File: config.mk
export PLATFORM = sky130hd
export DESIGN_NAME = core_status_regs
export DESIGN_NICKNAME = d
export VERILOG_FILES = /design/src/rtl/core_status_regs.sv
export SDC_FILE = /design/constraint.sdc
export NUM_CORES = 1
export LEC_CHECK = 0
export ABC_AREA = 1
export CAP_MARGIN = 20
export CORE_MARGIN = 5
export CORE_UTILIZATION = 42
export CTS_CLUSTER_SIZE = 28
export DETAILED_ROUTE_END_ITERATION = 6
export DONT_BUFFER_PORTS = 1
export GPL_TIMING_DRIVEN = 0
export PLACE_DENSITY_LB_ADDON = 0.25
export SLEW_MARGIN = 25
export SYNTH_ARGS = -nofsm -noshare
export SYNTH_HDL_FRONTEND = slang
export SYNTH_SLANG_ARGS = --single-unit
File: constraint.sdc
create_clock -name clk_in -period 2.5 [get_ports clk_in]
set_input_delay 0.75 -clock clk_in [delete_from_list [all_inputs] [get_ports clk_in]]
set_output_delay 0.75 -clock clk_in [all_outputs]
set_load 0.05 [all_outputs]
File: src/rtl/core_status_regs.sv
// core_status_regs: APB3 slave holding the firmware end-of-computation
// status word, a free-running 64-bit cycle counter and a watchdog that
// forces a failure code when firmware stops kicking it.
module core_status_regs #(
  parameter int          ADDR_W          = 12,
  parameter logic [30:0] WDT_FAIL_CODE   = 31'h7FFF_FFFF,
  parameter logic [31:0] WDT_RESET_LIMIT = 32'd0
) (
  input  logic              clk_in,
  input  logic              reset_n,
  input  logic              psel,
  input  logic              penable,
  input  logic              pwrite,
  input  logic [ADDR_W-1:0] paddr,
  input  logic [31:0]       pwdata,
  output logic [31:0]       prdata,
  output logic              pready,
  output logic              pslverr,
  output logic              eoc_o,
  output logic [30:0]       exit_code_o,
  output logic              wdt_expired_o
);

  localparam logic [2:0] REG_STATUS    = 3'd0;
  localparam logic [2:0] REG_CYCLE_LO  = 3'd1;
  localparam logic [2:0] REG_CYCLE_HI  = 3'd2;
  localparam logic [2:0] REG_WDT_LIMIT = 3'd3;
  localparam logic [2:0] REG_WDT_KICK  = 3'd4;
  localparam logic [2:0] REG_CTRL      = 3'd5;

  logic        done;
  logic [30:0] code;
  logic        wdt_expired;
  logic [63:0] cycle_cnt;
  logic [31:0] hi_snap;
  logic [31:0] wdt_limit;
  logic [31:0] wdt_cnt;

  logic [2:0]  reg_idx;
  logic        addr_ok;
  logic        setup_phase;
  logic        access_phase;
  logic        wr_en;
  logic        wr_status;
  logic        wr_limit;
  logic        wr_kick;
  logic        wr_ctrl;
  logic        ctrl_clear;
  logic        ctrl_zero;
  logic        wdt_kick;
  logic        wdt_active;
  logic        wdt_expire;
  logic [31:0] rd_data;
  logic        unused_addr;

  // Only word offsets 0x00..0x14 exist; byte lanes are ignored.
  assign reg_idx      = paddr[4:2];
  assign addr_ok      = (paddr[ADDR_W-1:5] == '0) && (reg_idx <= REG_CTRL);
  assign unused_addr  = ^paddr[1:0];

  assign setup_phase  = psel && !penable;
  assign access_phase = psel && penable;
  assign wr_en        = access_phase && pwrite && addr_ok;
  assign wr_status    = wr_en && (reg_idx == REG_STATUS);
  assign wr_limit     = wr_en && (reg_idx == REG_WDT_LIMIT);
  assign wr_kick      = wr_en && (reg_idx == REG_WDT_KICK);
  assign wr_ctrl      = wr_en && (reg_idx == REG_CTRL);
  assign ctrl_clear   = wr_ctrl && pwdata[0];
  assign ctrl_zero    = wr_ctrl && pwdata[1];

  // Writing the limit restarts the count just like a kick does.
  assign wdt_kick     = wr_kick || wr_limit;
  assign wdt_active   = (wdt_limit != 32'd0) && !done;
  assign wdt_expire   = wdt_active && (wdt_cnt == wdt_limit - 32'd1) && !wdt_kick;

  assign pready        = 1'b1;
  assign eoc_o         = done;
  assign exit_code_o   = code;
  assign wdt_expired_o = wdt_expired;

  // Read mux; write-only and reserved offsets read as zero.
  always_comb begin
    rd_data = '0;
    case (reg_idx)
      REG_STATUS:    rd_data = {done, code};
      REG_CYCLE_LO:  rd_data = cycle_cnt[31:0];
      REG_CYCLE_HI:  rd_data = hi_snap;
      REG_WDT_LIMIT: rd_data = wdt_limit;
      default:       rd_data = '0;
    endcase
  end

  // Register the read response in the setup cycle; a CYCLE_LO read also latches the upper half.
  always_ff @(posedge clk_in or negedge reset_n) begin
    if (!reset_n) begin
      prdata  <= '0;
      pslverr <= 1'b0;
      hi_snap <= '0;
    end else if (setup_phase) begin
      pslverr <= !addr_ok;
      prdata  <= (!pwrite && addr_ok) ? rd_data : '0;
      if (!pwrite && addr_ok && (reg_idx == REG_CYCLE_LO)) begin
        hi_snap <= cycle_cnt[63:32];
      end
    end else begin
      prdata  <= '0;
      pslverr <= 1'b0;
    end
  end

  // Cycle counter runs until the EOC flag is set and can be zeroed through CTRL.
  always_ff @(posedge clk_in or negedge reset_n) begin
    if (!reset_n) begin
      cycle_cnt <= '0;
    end else if (ctrl_zero) begin
      cycle_cnt <= '0;
    end else if (!done) begin
      cycle_cnt <= cycle_cnt + 64'd1;
    end
  end

  // Watchdog limit register and counter; the counter idles at zero when disarmed.
  always_ff @(posedge clk_in or negedge reset_n) begin
    if (!reset_n) begin
      wdt_limit <= WDT_RESET_LIMIT;
      wdt_cnt   <= '0;
    end else begin
      if (wr_limit) begin
        wdt_limit <= pwdata;
      end
      if (!wdt_active || wdt_kick || wdt_expire) begin
        wdt_cnt <= '0;
      end else begin
        wdt_cnt <= wdt_cnt + 32'd1;
      end
    end
  end

  // STATUS is write-once; clear beats everything, a firmware EOC beats expiry.
  always_ff @(posedge clk_in or negedge reset_n) begin
    if (!reset_n) begin
      done        <= 1'b0;
      code        <= '0;
      wdt_expired <= 1'b0;
    end else if (ctrl_clear) begin
      done        <= 1'b0;
      code        <= '0;
      wdt_expired <= 1'b0;
    end else if (wr_status && !done && pwdata[31]) begin
      done <= 1'b1;
      code <= pwdata[30:0];
    end else if (wdt_expire) begin
      done        <= 1'b1;
      code        <= WDT_FAIL_CODE;
      wdt_expired <= 1'b1;
    end else if (wr_status && !done) begin
      code <= pwdata[30:0];
    end
  end

endmodule

## Word level (Yosys, flattened, before mapping)

Index checks and enable logic that the tools add are counted.

- Input bits: 49
- Logic and storage cells: 72
- Output and inout bits: 67
- Register bits: 226

- Muxes and demuxes: 16
- Order comparisons: 1
- Add/sub/neg operators: 3
- Eq/ne operators: 8
- Reduce and logical (&&, ||, !) cells: 35

Operators with widths:

| cell | number |
|---|---|
| $mux 64 | 2 |
| $pmux 32 s4 | 1 |
| $mux 31 | 4 |
| $mux 32 | 3 |
| $add 64x1->64 const B | 1 |
| $add 32x1->32 const B | 1 |
| $eq 32x32->1 | 1 |
| $reduce_bool 32->1 | 1 |
| $sub 32x1->32 const B | 1 |
| $logic_and 1x1->1 | 18 |
| $logic_not 7->1 | 1 |
| $eq 3x2->1 const B | 2 |
| $eq 3x3->1 const B | 2 |
| $logic_not 1->1 | 6 |
| $mux 1 | 6 |
| $reduce_and 2->1 | 2 |
| $reduce_bool 4->1 | 1 |
| $eq 3x1->1 const B | 1 |
| $le 3x3->1 const B | 1 |
| $logic_not 3->1 | 1 |
| $logic_or 1x1->1 | 3 |
| $reduce_bool 3->1 | 1 |
| $ne 2x1->1 const B | 1 |
| $ne 2x2->1 const B | 1 |
| $reduce_bool 2->1 | 1 |

## Depth between registers and ports, before layout

Gate-level depths: netlist (run 1).

- Word-level depth: 10
- Gate-level depth with buffers: 18
- Gate-level depth less buffers: 17

## Worst setup path after synthesis (run 1)

No wires, ideal clock.

- Path kind: input to register
- Start: input paddr[4]
- End: register cycle_cnt[14]
- Cell stages on the path: 14
- Slack: 74 ps
- Arrival: 2307 ps
- Data required time: 2381 ps
- Path through: buf_2 > nand2_1 > inv_1 > nor2_1 > and3_1 > buf_2 > nand4_1 > nand2_1 > buf_4 > nand4_1 > nor2_1 > nand3_1 > nand2_1 > nor2_1

- Word-level cells in the longest chain between the ends: 6
- Elaborated cells on any way between the ends: 8
- Classes of those cells: 1 x order compare; 2 x eq/ne; 1 x mux; 4 x reduce/logical

Ends and longest elaborated chain:

| what | RTL line | source |
|---|---|---|
| start, declared | 14 | `input logic [ADDR_W-1:0] paddr,` |
| $le 3x3->1 | 58 | `assign addr_ok = (paddr[ADDR_W-1:5] == '0) && (reg_idx <= REG_CTRL);` |
| $logic_and 1x1->1 | 58 |  |
| $logic_and 1x1->1 | 63 | `assign wr_en = access_phase && pwrite && addr_ok;` |
| $logic_and 1x1->1 * | 67 | `assign wr_ctrl = wr_en && (reg_idx == REG_CTRL);` |
| $logic_and 1x1->1 * | 69 | `assign ctrl_zero = wr_ctrl && pwdata[1];` |
| $ne 2x1->1 (no source line) or $mux 64 (tied branches) | - |  |
| end signal, assigned | 118 | `cycle_cnt <= cycle_cnt + 64'd1;` |
| end, declared | 34 | `logic [63:0] cycle_cnt;` |

Every way passes the cells marked *; elsewhere a longest branch is shown, timed or not.
A chain may end at the register's enable or synchronous reset.

## Final worst setup path (run 1)

- Start: register wdt_limit[5]
- End: register wdt_cnt[31]

- Word-level cells in the longest chain between the ends: 6
- Elaborated cells on any way between the ends: 10
- Classes of those cells: 1 x add/sub; 1 x eq/ne; 1 x mux; 7 x reduce/logical

Ends and longest elaborated chain:

| what | RTL line | source |
|---|---|---|
| start, declared | 36 | `logic [31:0] wdt_limit;` |
| start signal, assigned | 129 | `wdt_limit <= pwdata;` |
| $sub 32x1->32 or $reduce_bool 32->1 (tied branches) | 74, 73 |  |
| $eq 32x32->1 or $logic_and 1x1->1 (tied branches) | 74, 73 |  |
| $logic_and 1x1->1 or $logic_not 1->1 (tied branches) | 74, 131 |  |
| $logic_and 1x1->1 or $logic_or 1x1->1 (tied branches) | 74, 131 |  |
| $logic_or 1x1->1 * | 131 | `if (!wdt_active \|\| wdt_kick \|\| wdt_expire) begin` |
| $mux 32 * | 131 |  |
| end signal, assigned | 134 | `wdt_cnt <= wdt_cnt + 32'd1;` |
| end, declared | 37 | `logic [31:0] wdt_cnt;` |

Marks and branches as above.

==> run_results.csv, run 1 <==
group,metric,value,unit
global_route,grt-ovfl-total,0,
power_and_ir_drop,p_leak,0.007382,uW
yosys,synthTopCellsByCount,"482 x nand2_1, 227 x inv_1, 226 x dfrtp_1",
timing,fin_ws,-33.47,ps
setup_path,cp_cell_sequence,"nor2_2, nand2_2, nor2_4, buf_6, nand2_2, o21ai_2, nand2_2, nor2_1, nand3_1, nor2_2, nand2_2, buf_4, nand2_2, buf_4, nor2_1",
setup_path,critPathCaptureType,"register",
yosys,synth.most_common_cell,"nand2_1",
yosys,synth_ff_type,"dfrtp_1",
cells_and_area,regArea,5684,um^2
clock_network,numCtsBuffers,28,
floorplan,fp.dieW,186.1,um
yosys,synth-seq-cells,226,
setup_path,crit_slowest_cell,"dfrtp_2",
setup_path,arrival,2990,ps
cells_and_area,drive_above_1_share,0.1285,
cells_and_area,diodes,0,
timing,grt_setup_unrepaired,"true",
clock_network,path_clk_slew,60,ps
clock_network,cts-root-buf,"clkbuf_16",
yosys,yosysTopAreaCell,"dfrtp_1",
clock_network,clock-sinks,226,
detailed_routing,avgViaCountPerCell,5.429,
cells_and_area,utilization,0.5041,
setup_path,worstSetupStartpointType,"register",
yosys,synth-edff-count,0,
timing,period_minus_slack,2533,ps
timing,timing.fmax,394.7,MHz
setup_path,cp_max_fo,10,
yosys,ys_top_cells_by_area,"dfrtp_1 43%, nand2_1 14%, inv_1 6.5%",
setup_path,crit_top_cell,"nand2_2",
yosys,ys_types,39,
timing,skew,10.31,ps
yosys,synth_cells,1815,
yosys,netlist.area_leader.share,0.4344,
cells_and_area,final_nets,1947,
setup_path,cpPeakStageDelay,440,ps
yosys,syn-cell-area,13020,um^2
timing,relSlewSlack,0.4251,
power_and_ir_drop,p_comb_frac,0.038,
floorplan,row_count,64,
cells_and_area,area_growth,18.44,%
power_and_ir_drop,power.density,556.9,nW/um^2
floorplan,die-height,186.1,um
placement,gp_congestion,0.9975,
power_and_ir_drop,switching_share,0.2239,
global_route,grtUsageTotal,0.2681,
power_and_ir_drop,internal_power,6664,uW
power_and_ir_drop,ir_worst_vdd,0.7717,mV
timing,post-route-period-util,1.013,
timing,setup_tns,-270.2,ps
detailed_routing,wire_per_inst,20.34,um
yosys,async_flop_share,1.000,
floorplan,initial_core_util,0.4256,
global_route,grt_pass1_vias,12320,
cells_and_area,multi_input_area,6564,um^2
setup_path,rrSetupSlack,-30,ps
run_status,status,"finished, violations left",
floorplan,ios,116,
detailed_routing,drt-pass1-iter-count,5,
yosys,ys_warn_count,0,
timing,tightest_slew,862.4,ps
clock_network,htree_levels,1,
timing,hold-worst-slack,-121.9,ps
clock_network,tritoncts,"done",
placement,post-place-ws,-608.9,ps
floorplan,fp.dieArea,34620,um^2
power_and_ir_drop,sequentialPowerShare,0.431,
global_route,grt_max_degree,227,
placement,dp_hpwl,35560,um
clock_network,clk-insertion-delay-late,570,ps
floorplan,core_area,30590,um^2
power_and_ir_drop,switchingPower,1923,uW
global_route,antenna_found_initial,0,
detailed_routing,dr_total_vias,12540,
global_route,grt_pass1_wl,71010,um
cells_and_area,fillCellCount,3060,
setup_path,crit_type,"register to register",
placement,numPortBuffers,0,
timing,hold_viol,226,
timing,final-setup-viol-count,15,
worst_hold_path,hp-class,"input pin to asynchronous set/reset pin",
run_status,failed_checks,"hold timing, setup timing",
clock_network,clockBufferDepth,3,
detailed_routing,drc,0,
yosys,yosysSeqAreaShare,0.4344,
yosys,synth_area_per_cell,7.173,um^2
timing,slew_viol_final,0,
flow_run,cap_viol_max_count,0,
detailed_routing,ant_nets,0,
setup_path,worstPathRequired,2950,ps
power_and_ir_drop,power_frac_clock,0.531,
detailed_routing,routed_wl,46970,um
yosys,syn_nets,1867,
detailed_routing,first_iter_violations,960,
[power groups by stage]
stage	combinational [uW]	sequential, uW	clock, uW
6_report	328	3700	4560
5_1_grt	362	3700	4770
4_1_cts	306	3700	4610
3_5_place_dp	280	3760	0
3_3_place_gp	278	3760	0
2_1_floorplan	201	3760	0
[state kept, by name, indices dropped and copies added, names as in the netlist]
signal / count
wdt_cnt: 32
wdt_expired_o: 1
exit_code_o: 31
wdt_limit: 32
prdata: 32
eoc_o: 1
cycle_cnt: 64
pslverr: 1
hi_snap: 32
[per-stage QoR]
step	total power (uW)	area [um^2]	cells	hold WS (ps)
final	8587	15420	2310	-121.9
after global placement	4041	13510	2211	464.6
after floorplan	3959	13020	1815	453.0
after global routing	8832	15420	2310	-139.3
after CTS	8618	15120	2297	-138.0
after detailed placement	4044	13510	2211	463.3
[final timing paths]
| check | depth (start not counted) | end | from |
|---|---|---|---|
| setup / recovery | 15 | wdt_cnt[31] | wdt_limit[5] |
| min in group clk_in | 2 | pslverr | psel |
| setup reg to reg | 15 | wdt_cnt[31] | wdt_limit[5] |
| max in group asynchronous | 0 | cycle_cnt[54] | reset_n |
| hold reg to reg | 2 | hi_snap[9] | hi_snap[9] |
| hold / removal | 0 | wdt_cnt[8] | reset_n |
[final cells by class]
cell class,count,share of cell area
Multi-Input combinational cell,1287,0.4257
Inverter,236,0.05761
Buffer,66,0.02223
Clock inverter,12,0.01412
Tap cell,396,0.03213
Clock buffer,37,0.05290
Timing Repair Buffer,50,0.02670
Sequential cell,226,0.3686
[per-layer routing]
layer	wire (um)	vias to the layer above	GRT usage
met1	19300	5988	0.3367
li1	-	6058	-
met3	2604	105	0.04202
met2	23170	391	0.4704
met4	1900	0	0.09268
met5	0	-	0
[layout by cell type, fill, tap and decap left out, types with 44 or more instances in the layout]
master	netlist	final
nor2_1	210	180
nand3_1	117	109
xor2_1	49	48
a21oi_1	58	58
nand2_1	482	459
dfrtp_1	226	203
inv_1	227	221
nand4_1	70	70
clkbuf_1	42	44
o21ai_0	102	101
nor3_1	54	47
buf_4	6	50
[timing repair]
| item | CTS | global route |
|---|---|---|
| pin swaps | 28 | 13 |
| resized for setup | 103 | 54 |
| setup endpoints to repair | 79 | 85 |
| gates cloned | 4 | 1 |
| hold endpoints to repair | 226 | 226 |
| buffers inserted | 33 | 12 |
[cell families (layout without fill, tap and decap cells)]
logic type,after synthesis,after routing,synth area share
XOR/XNOR,66,66,0.04440
adder cells (fa/ha/maj),3,3,0.002884
flip-flops,226,226,0.4344
AO/OA/AOI/OAI,234,234,0.1012
other,1,1,0.0002880
buffers and inverters,302,401,0.09005
multiplexers,2,2,0.001730
AND/OR/NAND/NOR,981,981,0.3250
[critical path, delay by kind of cell, from the launching register on]
kind,cells,cell delay [ps]
AOI/OAI and AO/OA,1,130
buffers and inverters,3,560
DFF,1,440
and+or+nand+nor,11,1290
No activity file was read; power rests on OpenSTA's default activity.
==> run 2: changes to the inputs <==
--- a/config.mk
+++ b/config.mk
@@ -12,9 +12,10 @@
 export CTS_CLUSTER_SIZE = 28
 export DETAILED_ROUTE_END_ITERATION = 6
 export DONT_BUFFER_PORTS = 1
+export GPL_ROUTABILITY_DRIVEN = 1
 export GPL_TIMING_DRIVEN = 0
 export PLACE_DENSITY_LB_ADDON = 0.25
-export SLEW_MARGIN = 25
+export SLEW_MARGIN = 20
 export SYNTH_ARGS = -nofsm -noshare
 export SYNTH_HDL_FRONTEND = slang
 export SYNTH_SLANG_ARGS = --single-unit
==> results of run 2 <==
Final layout, timing and power as in run 1 (identical DEF).
